--- src/rtl/tlx_afu_cmd_buffer_if.sv ---
// Command path between the TLX receive side, the command buffer and the AFU.
//   TLX -> buffer : tlx_afu_cmd_valid/opcode/capptag/pa
//   buffer -> TLX : afu_tlx_cmd_credit (one pulse per freed entry), afu_tlx_cmd_initial_credit
//   buffer -> AFU : cmd_out_valid/opcode/capptag/pa
//   AFU -> buffer : cmd_out_ready
// The slave modport is the buffer's view; the master modport is the environment's view.
interface tlx_afu_cmd_buffer_if #(
  parameter int unsigned PA_W = 64
);
  logic            tlx_afu_cmd_valid;
  logic [7:0]      tlx_afu_cmd_opcode;
  logic [15:0]     tlx_afu_cmd_capptag;
  logic [PA_W-1:0] tlx_afu_cmd_pa;
  logic            afu_tlx_cmd_credit;
  logic [4:0]      afu_tlx_cmd_initial_credit;
  logic            cmd_out_valid;
  logic            cmd_out_ready;
  logic [7:0]      cmd_out_opcode;
  logic [15:0]     cmd_out_capptag;
  logic [PA_W-1:0] cmd_out_pa;

  modport slave (
    input  tlx_afu_cmd_valid, tlx_afu_cmd_opcode, tlx_afu_cmd_capptag, tlx_afu_cmd_pa,
    input  cmd_out_ready,
    output afu_tlx_cmd_credit, afu_tlx_cmd_initial_credit,
    output cmd_out_valid, cmd_out_opcode, cmd_out_capptag, cmd_out_pa
  );

  modport master (
    output tlx_afu_cmd_valid, tlx_afu_cmd_opcode, tlx_afu_cmd_capptag, tlx_afu_cmd_pa,
    output cmd_out_ready,
    input  afu_tlx_cmd_credit, afu_tlx_cmd_initial_credit,
    input  cmd_out_valid, cmd_out_opcode, cmd_out_capptag, cmd_out_pa
  );
endinterface

--- src/rtl/tlx_afu_cmd_buffer.sv ---
// Credit-managed command buffer between TLX and an AFU.
// Commands from TLX are stored in a DEPTH-entry circular buffer and presented to the AFU in
// order with first-word fall-through. Each entry consumed by the AFU returns one credit to TLX
// one cycle later. A command arriving with no free entry is dropped and flags overflow_err.
// Ports:
//   ha_pclock    : clock, all state on rising edge
//   ha_preset_n  : asynchronous active-low reset
//   cmd_if       : command interface (slave view)
//   occupancy    : number of stored entries
//   overflow_err : sticky, set when a command was dropped
module tlx_afu_cmd_buffer #(
  parameter int unsigned DEPTH = 8,
  parameter int unsigned PA_W  = 64
) (
  input  logic                 ha_pclock,
  input  logic                 ha_preset_n,
  tlx_afu_cmd_buffer_if.slave  cmd_if,
  output logic [4:0]           occupancy,
  output logic                 overflow_err
);

  localparam int unsigned PtrW   = (DEPTH > 1) ? $clog2(DEPTH) : 1;
  localparam logic [4:0]  DepthC = 5'(DEPTH);

  typedef struct packed {
    logic [7:0]      opcode;
    logic [15:0]     capptag;
    logic [PA_W-1:0] pa;
  } entry_t;

  entry_t          mem_q [DEPTH];
  logic [PtrW-1:0] wr_ptr_q, wr_ptr_d;
  logic [PtrW-1:0] rd_ptr_q, rd_ptr_d;
  logic [4:0]      count_q, count_d;
  logic            credit_q;
  logic            ovf_q, ovf_d;

  logic   full;
  logic   not_empty;
  logic   push;
  logic   pop;
  entry_t wr_entry;
  entry_t head;

  always_comb begin
    full      = (count_q == DepthC);
    not_empty = (count_q != 5'd0);
    pop       = not_empty & cmd_if.cmd_out_ready;
    // A full buffer still accepts when the head leaves in the same cycle.
    push      = cmd_if.tlx_afu_cmd_valid & (~full | pop);
    wr_entry  = '{opcode:  cmd_if.tlx_afu_cmd_opcode,
                  capptag: cmd_if.tlx_afu_cmd_capptag,
                  pa:      cmd_if.tlx_afu_cmd_pa};
  end

  // Pointers wrap naturally because DEPTH is a power of two.
  always_comb begin
    wr_ptr_d = wr_ptr_q;
    rd_ptr_d = rd_ptr_q;
    count_d  = count_q;
    ovf_d    = ovf_q;
    if (push) wr_ptr_d = wr_ptr_q + PtrW'(1);
    if (pop)  rd_ptr_d = rd_ptr_q + PtrW'(1);
    case ({push, pop})
      2'b10:   count_d = count_q + 5'd1;
      2'b01:   count_d = count_q - 5'd1;
      default: count_d = count_q;
    endcase
    if (cmd_if.tlx_afu_cmd_valid && full && !pop) ovf_d = 1'b1;
  end

  always_ff @(posedge ha_pclock or negedge ha_preset_n) begin
    if (!ha_preset_n) begin
      wr_ptr_q <= '0;
      rd_ptr_q <= '0;
      count_q  <= '0;
      credit_q <= 1'b0;
      ovf_q    <= 1'b0;
    end else begin
      wr_ptr_q <= wr_ptr_d;
      rd_ptr_q <= rd_ptr_d;
      count_q  <= count_d;
      credit_q <= pop;
      ovf_q    <= ovf_d;
    end
  end

  // Storage is not reset; count alone decides which entries are meaningful.
  always_ff @(posedge ha_pclock) begin
    if (push) mem_q[wr_ptr_q] <= wr_entry;
  end

  always_comb begin
    head                              = mem_q[rd_ptr_q];
    cmd_if.cmd_out_valid              = not_empty;
    cmd_if.cmd_out_opcode             = head.opcode;
    cmd_if.cmd_out_capptag            = head.capptag;
    cmd_if.cmd_out_pa                 = head.pa;
    cmd_if.afu_tlx_cmd_credit         = credit_q;
    cmd_if.afu_tlx_cmd_initial_credit = DepthC;
    occupancy                         = count_q;
    overflow_err                      = ovf_q;
  end

endmodule

--- src/flat_wrapper.sv ---
// flat-port wrapper written by rule: the top's interface ports become plain ports
module tlx_afu_cmd_buffer_flat 
#(
  parameter int unsigned DEPTH = 8,
  parameter int unsigned PA_W  = 64
)
  (ha_pclock, ha_preset_n, occupancy, overflow_err, cmd_if_tlx_afu_cmd_valid, cmd_if_tlx_afu_cmd_opcode, cmd_if_tlx_afu_cmd_capptag, cmd_if_tlx_afu_cmd_pa, cmd_if_cmd_out_ready, cmd_if_afu_tlx_cmd_credit, cmd_if_afu_tlx_cmd_initial_credit, cmd_if_cmd_out_valid, cmd_if_cmd_out_opcode, cmd_if_cmd_out_capptag, cmd_if_cmd_out_pa);
  tlx_afu_cmd_buffer_if #(.PA_W(PA_W)) cmd_if_i ();
  input  logic ha_pclock;
  input  logic ha_preset_n;
  output logic [4:0] occupancy;
  output logic overflow_err;
  input wire logic [$bits(cmd_if_i.tlx_afu_cmd_valid)-1:0] cmd_if_tlx_afu_cmd_valid;
  input wire logic [$bits(cmd_if_i.tlx_afu_cmd_opcode)-1:0] cmd_if_tlx_afu_cmd_opcode;
  input wire logic [$bits(cmd_if_i.tlx_afu_cmd_capptag)-1:0] cmd_if_tlx_afu_cmd_capptag;
  input wire logic [$bits(cmd_if_i.tlx_afu_cmd_pa)-1:0] cmd_if_tlx_afu_cmd_pa;
  input wire logic [$bits(cmd_if_i.cmd_out_ready)-1:0] cmd_if_cmd_out_ready;
  output wire logic [$bits(cmd_if_i.afu_tlx_cmd_credit)-1:0] cmd_if_afu_tlx_cmd_credit;
  output wire logic [$bits(cmd_if_i.afu_tlx_cmd_initial_credit)-1:0] cmd_if_afu_tlx_cmd_initial_credit;
  output wire logic [$bits(cmd_if_i.cmd_out_valid)-1:0] cmd_if_cmd_out_valid;
  output wire logic [$bits(cmd_if_i.cmd_out_opcode)-1:0] cmd_if_cmd_out_opcode;
  output wire logic [$bits(cmd_if_i.cmd_out_capptag)-1:0] cmd_if_cmd_out_capptag;
  output wire logic [$bits(cmd_if_i.cmd_out_pa)-1:0] cmd_if_cmd_out_pa;
  assign cmd_if_i.tlx_afu_cmd_valid = cmd_if_tlx_afu_cmd_valid;
  assign cmd_if_i.tlx_afu_cmd_opcode = cmd_if_tlx_afu_cmd_opcode;
  assign cmd_if_i.tlx_afu_cmd_capptag = cmd_if_tlx_afu_cmd_capptag;
  assign cmd_if_i.tlx_afu_cmd_pa = cmd_if_tlx_afu_cmd_pa;
  assign cmd_if_i.cmd_out_ready = cmd_if_cmd_out_ready;
  assign cmd_if_afu_tlx_cmd_credit = cmd_if_i.afu_tlx_cmd_credit;
  assign cmd_if_afu_tlx_cmd_initial_credit = cmd_if_i.afu_tlx_cmd_initial_credit;
  assign cmd_if_cmd_out_valid = cmd_if_i.cmd_out_valid;
  assign cmd_if_cmd_out_opcode = cmd_if_i.cmd_out_opcode;
  assign cmd_if_cmd_out_capptag = cmd_if_i.cmd_out_capptag;
  assign cmd_if_cmd_out_pa = cmd_if_i.cmd_out_pa;
  tlx_afu_cmd_buffer #(.DEPTH(DEPTH), .PA_W(PA_W)) u_core (.ha_pclock(ha_pclock), .ha_preset_n(ha_preset_n), .cmd_if(cmd_if_i), .occupancy(occupancy), .overflow_err(overflow_err));
endmodule
--- config.mk ---
export PLATFORM = sky130hd
export DESIGN_NAME = tlx_afu_cmd_buffer_flat
export DESIGN_NICKNAME = d
export VERILOG_FILES = /design/src/rtl/tlx_afu_cmd_buffer_if.sv /design/src/rtl/tlx_afu_cmd_buffer.sv /design/src/flat_wrapper.sv
export SDC_FILE = /design/constraint.sdc
export NUM_CORES = 1
export LEC_CHECK = 0
export CAP_MARGIN = 20
export CORE_ASPECT_RATIO = 1.2
export CORE_MARGIN = 1.5
export CORE_UTILIZATION = 43
export CTS_BUF_LIST = sky130_fd_sc_hd__clkbuf_8 sky130_fd_sc_hd__clkbuf_16
export CTS_CLUSTER_DIAMETER = 150
export DETAILED_ROUTE_END_ITERATION = 7
export PLACE_DENSITY = 0.7
export SLEW_MARGIN = 10
export SYNTH_ARGS = -nofsm -noshare
export SYNTH_HDL_FRONTEND = slang
export SYNTH_SLANG_ARGS = --single-unit
--- constraint.sdc ---
create_clock -name ha_pclock -period 11.12 [get_ports ha_pclock]
set_clock_uncertainty 0.2 [all_clocks]
set_input_delay 3.336 -clock ha_pclock [delete_from_list [all_inputs] [get_ports ha_pclock]]
set_output_delay 3.336 -clock ha_pclock [all_outputs]
set_load 0.03 [all_outputs]
==> qor_table.md <==
| Metric | Value |
|:---|:---|
| Run status | complete, no violations |
| Clock Pin Slew Worst Setup and Hold Paths | 60 ps |
| VDD IR max | 195 uV |
| Total of buffers placed on input and output ports | 187 |
| CTS buffer count | 71 |
| Worst slew margin relative to its limit | 28.0% |
| Maximum frequency from static timing analysis | 0.127 GHz |
| Commonest non-fill, non-tap cell in the layout | sky130_fd_sc_hd__edfxtp_1 |
| Die area | 64,600 sq um |
| Critical setup path kind | flop to primary output |
| Largest fanout on the critical path | 97 |
| Cell chosen for the clock root | sky130_fd_sc_hd__clkbuf_16 |
| Initial detailed-routing violation count | 921 |
| Number of antenna violations at the first check in global routing | 2 |
| Min-Delay Path Class | flop to flop |
| Worst-Skew Late Latency | 580 ps |
| Top-Level Pins | 193 |
| Worst path arrival time | 4310 ps |
| Cell leakage power | 10.2 nW |
| Max H-tree Level | 3 |
| Setup violation total in the final timing report | 0 |
| Leading cell types in the layout, fill and taps excluded | sky130_fd_sc_hd__edfxtp_1 (704), sky130_fd_sc_hd__clkdlybuf4s50_1 (187), sky130_fd_sc_hd__mux4_2 (176) |
| Total clock sinks | 717 |
| Overflow after GRT | 0 |
| Power density over cell area | 278 nW/um^2 |
| Initial core utilization | 43.6% |
| Post-route total power | 8.94 mW |
| RSZ-0062 raised after global routing | false |
| Syn Inst Count | 1,095 |
| Synthesized area | 27,100 sq um |
| Synth Area per Inst | 24.8 sq um |
| Routed length per placed instance | 24.4 um |
| Total area of sequential cells | 21,500 sq um |
| Vias in the first global route | 12,800 |
| Met3 WL post-DR | 2850 um |
| Number of synthesized register bits | 717 |
| Kind of capture point of the worst setup path | primary output |
| Combinational family with the most area after synthesis | multiplexers |
| Sequential element share of the synthesized area | 79.2% |
| Max Slew Vio Count | 0 |
| Met2 routed WL | 26,800 um |
| Count of TritonRoute iterations in the first routing pass | 5 |
| Top sig layer | met4 |
| Data required time of the critical path | 7580 ps |
| Post-synthesis mux area share | 18.4% |
| Synth unique cells | 36 |
| Min cycle time layout | 7850 ps |
| Post-Synth XOR/XNOR Area | 0.355% |
| Area of combinational cells with multiple inputs | 5440 sq um |
| Via count | 12,000 |
| Post-Synth Adder-Cell Area | 0.231% |
| Pin count of the biggest net entering global routing | 98 |
| Routed metal-1 wire length | 22,800 um |
| Die span in y | 278 um |
| Wire length of the first global-routing pass | 80,400 um |
| Hold bufs inserted after CTS | 0 |
| Final HPWL DP | 27,700 um |
| Vias per cell | 5.44 |
| Final weighted congestion in routability-driven placement | 0.688 |
| Hold Fails Final Rpt | 0 |
| CTS-repair resized insts | 0 |
| Largest buffer count on any clock path | 3 |
| Aggregate negative setup slack | 0 ps |
| Worst slew pin tran | 1080 ps |
| Filler Cell Count | 4,708 |
| Antenna Nets Post-Route | 0 |
| Ratio of cells with drive above 1 in the final layout | 29.2% |
| Area share of and/or/nand/nor cells after synthesis | 0.568% |
| Post CTS Setup Buffer Count | 0 |
| Final-layout worst hold slack | 305 ps |
| Number of nets in the finished design | 1,423 |
| Compound-gate portion of the synthesized area | 0.226% |
| Maximum Capacitance Violations | 0 |
| Final worst path period share | 70.6% |
| Total global routing track utilization | 16.9% |
| Detailed Route WL | 53,600 um |
| # DRC | 0 |
| Total number of yosys warnings | 0 |
| Standard-cell row count | 100 |
| Critical Path Start Type | flop |
| TritonCTS clock tree | built |
| Chip Width | 232 um |
| Layout overhead on the synthesized area | 18.7% |
| CORE AREA | 62,200 sq um |
==> final timing paths <==
check                                   endpoint  slack [ps]           startpoint  cells past startpoint
setup / recovery           cmd_if_cmd_out_pa[52]        3270   u_core.rd_ptr_q[0]                      5
hold / removal               u_core.overflow_err         310  u_core.overflow_err                      1
setup reg to reg             u_core.mem_q[7][84]        7870  u_core.occupancy[1]                      5
hold reg to reg              u_core.overflow_err         310  u_core.overflow_err                      1
max in group asynchronous     u_core.rd_ptr_q[1]        7330          ha_preset_n                      1
min in group asynchronous     u_core.rd_ptr_q[0]        2930          ha_preset_n                      1
==> per-stage QoR <==
| step | setup WS (ps) | util (%) | cell area, sq um | cells |
|---|---|---|---|---|
| final | 3270 | 51.7 | 32200 | 2198 |
| after global routing | 2950 | 51.7 | 32200 | 2198 |
| after CTS | 3170 | 51.7 | 32200 | 2196 |
| after detailed placement | 3820 | 48.3 | 30000 | 2069 |
| after global placement | 3830 | 48.3 | 30000 | 2069 |
| after floorplan | 694 | - | 27100 | 1098 |
==> sequential cells by signal (all words and copies together) (netlist names) <==
name / flops
u_core.wr_ptr_q: 3
u_core.overflow_err: 1
u_core.rd_ptr_q: 3
u_core.mem_q: 704
u_core.cmd_if.afu_tlx_cmd_credit: 1
u_core.occupancy: 5
==> per-layer routing <==
layer / vias up / global-route usage [%]
met2: 333 / 27.8
met3: 73 / 3.10
met1: 6410 / 22.6
met4: 0 / 5.98
met5: - / 0
li1: 5141 / -
==> logic make-up after synthesis <==
family,after synthesis
buffers and inverters,58
muxes,267
DFF,717
other,2
adders and majority gates,5
and+or+nand+nor,26
AOI/OAI and AO/OA,9
xor gates and xnor gates,11
==> power breakdown <==
group          internal (mW)  leakage [nW]  switching [mW]
logic                   1.46          2.52            1.67
clock network           1.25          1.13           0.963
registers               3.40          6.54           0.196
total                   6.11          10.2            2.83
==> synth_stat cells <==
library cell | count | area [sq um]
sky130_fd_sc_hd__a211o_2 | 1 | 10.0
sky130_fd_sc_hd__a21oi_1 | 2 | 10.0
sky130_fd_sc_hd__a22oi_1 | 1 | 7.51
sky130_fd_sc_hd__a31oi_1 | 1 | 6.26
sky130_fd_sc_hd__buf_1 | 5 | 18.8
sky130_fd_sc_hd__buf_2 | 20 | 100
sky130_fd_sc_hd__buf_4 | 5 | 37.5
sky130_fd_sc_hd__buf_6 | 1 | 11.3
sky130_fd_sc_hd__clkbuf_1 | 26 | 97.6
sky130_fd_sc_hd__conb_1 | 2 | 7.51
sky130_fd_sc_hd__dfrtp_1 | 13 | 325
sky130_fd_sc_hd__edfxtp_1 | 704 | 21100
sky130_fd_sc_hd__ha_1 | 5 | 62.6
sky130_fd_sc_hd__inv_1 | 1 | 3.75
sky130_fd_sc_hd__mux2_2 | 90 | 1010
sky130_fd_sc_hd__mux2_4 | 1 | 15.0
sky130_fd_sc_hd__mux4_2 | 176 | 3960
sky130_fd_sc_hd__nand2_1 | 3 | 11.3
sky130_fd_sc_hd__nand2_4 | 1 | 11.3
sky130_fd_sc_hd__nand2b_1 | 2 | 12.5
sky130_fd_sc_hd__nand3_1 | 3 | 15.0
sky130_fd_sc_hd__nand3b_1 | 1 | 7.51
sky130_fd_sc_hd__nand4b_1 | 1 | 8.76
sky130_fd_sc_hd__nor2_1 | 4 | 15.0
sky130_fd_sc_hd__nor2b_1 | 2 | 12.5
sky130_fd_sc_hd__nor3_1 | 5 | 25.0
sky130_fd_sc_hd__nor4_1 | 1 | 6.26
sky130_fd_sc_hd__o21a_1 | 1 | 7.51
sky130_fd_sc_hd__o21ai_0 | 1 | 5.00
sky130_fd_sc_hd__o21bai_1 | 1 | 7.51
sky130_fd_sc_hd__o31ai_1 | 1 | 7.51
sky130_fd_sc_hd__or2_2 | 1 | 6.26
sky130_fd_sc_hd__or3b_4 | 1 | 11.3
sky130_fd_sc_hd__or4_4 | 1 | 11.3
sky130_fd_sc_hd__xnor2_1 | 4 | 35.0
sky130_fd_sc_hd__xor2_1 | 7 | 61.3
==> worst max-delay path, cell delays in order, from the launching register on <==
cell,delay (ps)
sky130_fd_sc_hd__dfrtp_4,650
sky130_fd_sc_hd__buf_12,540
sky130_fd_sc_hd__buf_4,730
sky130_fd_sc_hd__mux4_2,580
sky130_fd_sc_hd__mux2_2,300
sky130_fd_sc_hd__clkdlybuf4s50_1,600
==> cell type report <==
cell class                 instances  share of cell area (%)
antenna                            2                  0.0156
clock inverter                    53                   0.949
tap                              816                    3.17
multi-input combinational        323                    16.9
sequential                       717                    66.7
inverter                           1                  0.0117
timing repair buffer             212                    6.44
clock buffer                      74                    5.75
Power figures use the tool's default switching activity.
